[config.mk]
export PLATFORM = sky130hd
export DESIGN_NAME = fifo_axis_packer
export DESIGN_NICKNAME = d
export VERILOG_FILES = /design/src/rtl/fifo_axis_packer.sv
export SDC_FILE = /design/constraint.sdc
export NUM_CORES = 1
export LEC_CHECK = 0
export BUFFER_PORTS_ARGS = -buffer_cell sky130_fd_sc_hd__buf_2
export CAP_MARGIN = 20
export CORE_MARGIN = 2
export CORE_UTILIZATION = 55
export DETAILED_ROUTE_END_ITERATION = 16
export PLACE_DENSITY = 0.8
export SYNTH_ARGS = -nofsm -noshare
export SYNTH_HDL_FRONTEND = slang
export SYNTH_SLANG_ARGS = --single-unit
[constraint.sdc]
create_clock -name clk -period 6.85 [get_ports clk]
set_clock_uncertainty 0.2 [all_clocks]
set_input_delay 1.37 -clock clk [delete_from_list [all_inputs] [get_ports clk]]
set_output_delay 1.37 -clock clk [all_outputs]
set_load 0.01 [all_outputs]
[src/rtl/fifo_axis_packer.sv]
// fifo_axis_packer: packs upstream FIFO bytes little-endian into 32-bit AXI-Stream words (clk, rst, en, fifo_dout/fifo_empty/fifo_rd_en, m_axis_tdata/tvalid/tready/tlast, pkt_cnt)
module fifo_axis_packer #(
  parameter int PKT_WORDS = 256
) (
  input  logic        clk,
  input  logic        rst,
  input  logic        en,
  input  logic [7:0]  fifo_dout,
  input  logic        fifo_empty,
  output logic        fifo_rd_en,
  output logic [31:0] m_axis_tdata,
  output logic        m_axis_tvalid,
  input  logic        m_axis_tready,
  output logic        m_axis_tlast,
  output logic [15:0] pkt_cnt
);
  logic        rd_vld, slot_free, load;
  logic [2:0]  byte_cnt, held;
  logic [31:0] acc, acc_n;
  logic [15:0] wcnt;
  assign held = byte_cnt + {2'b00, rd_vld};
  assign slot_free = !m_axis_tvalid || m_axis_tready;
  assign load = held == 3'd4 && slot_free;
  assign fifo_rd_en = !rst && en && !fifo_empty && (held < 3'd4 || load);
  always_comb begin
    acc_n = acc;
    if (rd_vld) acc_n[{byte_cnt[1:0], 3'b000} +: 8] = fifo_dout;
  end
  always_ff @(posedge clk) begin
    if (rst) begin
      rd_vld        <= 1'b0;
      byte_cnt      <= 3'd0;
      acc           <= 32'd0;
      wcnt          <= 16'd0;
      m_axis_tdata  <= 32'd0;
      m_axis_tvalid <= 1'b0;
      m_axis_tlast  <= 1'b0;
      pkt_cnt       <= 16'd0;
    end else begin
      rd_vld   <= fifo_rd_en;
      acc      <= acc_n;
      byte_cnt <= load ? 3'd0 : held;
      if (m_axis_tvalid && m_axis_tready && m_axis_tlast) pkt_cnt <= pkt_cnt + 16'd1;
      if (load) begin
        m_axis_tdata  <= acc_n;
        m_axis_tvalid <= 1'b1;
        m_axis_tlast  <= wcnt == 16'(PKT_WORDS - 1);
        wcnt          <= wcnt == 16'(PKT_WORDS - 1) ? 16'd0 : wcnt + 16'd1;
      end else if (slot_free) begin
        m_axis_tvalid <= 1'b0;
      end
    end
  end
endmodule
==> metrics.md <==
| Metric | Value |
|---|---|
| GRT Util Overall | 20.5% |
| RSZ-0062 raised after global routing | no |
| Status | completed |
| Max Cap Viol | 0 |
| Overflow left after global routing | 0 |
| H-tree Lvls | 3 |
| Min-Delay Path Class | flip-flop to flip-flop |
| Post-Route WL | 8310 um |
| Vias in the first global route | 3,047 |
| DP HPWL | 5660 um |
| Boundary Pins | 64 |
| Setup crit end kind | output port |
| CTS Buf Count | 9 |
| Fin Setup TNS | 0 ps |
| FF+latch count, synth | 102 |
| Post-DRT Antenna Nets | 0 |
| IO buf count | 63 |
| DIE AREA | 0.00807 sq mm |
| Horiz. Die Dim | 89.8 um |
| Worst vdd ir | 0.109 mV |
| YS warnings | 0 |
| Fillers | 620 |
| Max Transition Viols Final | 0 |
| Post-Synthesis Mean Instance Area | 9.42 sq um |
| FF/Latch Area | 0.00204 sq mm |
| Post-Syn Instances | 430 |
| Post-cts resize count | 0 |
| Maximum clock rate | 0.238 GHz |
| Post-Synthesis Cell Area | 0.00405 sq mm |
| Via count | 3,305 |
| Placed cell area | 0.00437 sq mm |
| Syn nets | 452 |
| Pre-Repair DR Iteration Count | 4 |
| Reg clk slew, reported paths | 90 ps |
| Core Rows | 31 |
| Rel. slew slack | 42.8% |
| Top post-synthesis cells by count | dfxtp_1 (102), nor2_1 (82), a211oi_1 (32), a22oi_1 (32), a21oi_1 (20) |
| First-pass GRT wire length | 13,700 um |
| CORE AREA | 0.00718 sq mm |
| Pleak | 1.74 nW |
| Vias per cell | 5.62 |
| Bufs on Longest Clock Path | 2 |
| Top cell type's share of synthesized area | 50.4% |
| CP max-delay cell | buf_4 |
| Yosys top cell by area | dfxtp_1 |
| Final #Nets | 506 |
| Finished Cell Area | 0.00463 sq mm |
| Pwr Density | 228 mW/mm^2 |
| Synth area leaders | dfxtp_1 (50%), nor2_1 (7.6%), a211oi_1 (5.9%) |
| Hold-fix buffer count after cts | 0 |
| Number of flops mapped to enable cells by yosys | 0 |
| Setup bufs post-CTS | 0 |
| Residual DRC | 0 |
| Buf/Inv on CP | 3 |
| Area of the multi-input gates | 0.00185 sq mm |
| Worst skew pair latency | 350 ps |
| Family with the most delay on the worst path | buffers and inverters |
| Dominant cell by count in the synthesized netlist | dfxtp_1 |
| Crit-path cells | buf_2 -> buf_4 -> nor2_1 -> and3_1 -> buf_2 |
| Post-synth top flop | dfxtp_1 |
| CTS tree | done |
| Routability congestion estimate | 0.800 |
| WS Path Type | input pin to output port |
| Number of DRC markers in iteration 0 | 158 |
| Fin crit period | 4200 ps |
| Starting density of the core | 56.4% |
| CP max stage delay | 650 ps |
| CTS sink count | 102 |
| Crit-path most repeated cell | buf_2 |
| Area grow syn2layout | 14.4% |
| Final setup violation count | 0 |
| Detailed-route wire length per cell | 14.1 um |
| Worst hold slack | 288 ps |
| CP Data Arrival Time | 2630 ps |
| Initial antenna violation count | 0 |
| CTS root buffer | clkbuf_8 |
| Yosys cell types | 43 |
| Worst-Margin Slew | 857 ps |
| Synth async-reset ratio | 0% |
| Ant diodes | 0 |
| Hold Fails Final Rpt | 0 |
| CP required | 5280 ps |
| Share of cells above drive strength 1 | 19.0% |
| Register area share after synthesis | 50.4% |
| Crit path max fanout | 90 |
| CP Launch Type | input pin |
| Period Utilization, post-route | 61.3% |
| Largest net degree at the start of global routing | 91 |
| Chip height | 89.8 um |
[registers in the layout (all words and copies together), names as in the netlist]
register / count
rd_vld: 1
m_axis_tlast: 1
byte_cnt: 3
pkt_cnt: 16
m_axis_tvalid: 1
wcnt: 16
m_axis_tdata: 32
acc: 32
[area by class of cell]
class,count,area share (%)
Multi-Input combinational cell,298,40.0
Timing Repair Buffer,65,7.56
Clock inverter,3,1.40
Tap cell,99,2.67
Inverter,8,0.648
Sequential cell,102,44.1
Clock buffer,13,3.65
[layout by cell type (no fill, tap or decap), types with 3 or more instances in the layout]
cell      Yosys  layout
a211oi_1     32      32
a21oi_1      20      20
a22oi_1      32      32
and3_1        5       5
buf_2         8      63
clkbuf_8      0      12
dfxtp_1     102     102
ha_1          9       9
inv_1         8       8
nand2_1      19      19
nand2b_1      3       3
nand3_1       8       8
nand4_1      11      11
nor2_1       82      82
nor2b_1       5       5
nor3_1        3       3
nor4_1        3       3
nor4_4        3       3
o21ai_0       9       9
o31ai_1       6       6
or3_1         9       9
or4_1         7       7
xnor2_1       8       8
xor2_1        5       5
[where the power goes]
part | leakage [nW] | switching, mW | total [mW] | internal [mW]
Sequential | 0.822 | 0.00175 | 0.596 | 0.595
Combinational | 0.797 | 0.0220 | 0.0312 | 0.00915
Clock | 0.120 | 0.193 | 0.428 | 0.236
Total | 1.74 | 0.217 | 1.06 | 0.839
[per-layer routing]
metal	part of all wire, %	track usage (%)
met1	46	26.4
met2	48	34.0
met3	4.2	3.77
met4	2.0	8.72
met5	0	0
[metrics by stage]
step	std cells	power, mW	worst slack, ps	util [%]
after floorplan	430	0.632	3300	-
after global placement	571	0.641	2700	60.9
after detailed placement	571	0.641	2660	60.9
after CTS	587	1.06	2670	64.2
after global routing	588	1.09	2540	64.6
final	588	1.06	2650	64.6
[cells by family after synthesis]
logic type                 after synthesis  share of synthesized area (%)
and+or+nand+nor                        172                           22.2
adders and majority gates                9                           2.78
muxes                                    1                          0.247
DFF                                    102                           50.4
xor gates and xnor gates                14                           3.21
AOI/OAI and AO/OA                      102                           17.3
buffers and inverters                   30                           3.86
[worst paths after layout]
check                            startpoint         end  slack (ps)  cells after the start
worst min-delay path               wcnt[15]    wcnt[15]         290                      2
worst max register to register  byte_cnt[0]    wcnt[11]        4150                      7
worst max-delay path                    rst  fifo_rd_en        2650                      5
worst min register to register     wcnt[15]    wcnt[15]         290                      2
[tightest hold or removal path: cells and delay by family (launching register included)]
family / cells / cell delay [ps]
compound gates: 2 / 110
flops: 1 / 330
(Power assumes the default switching activity.)
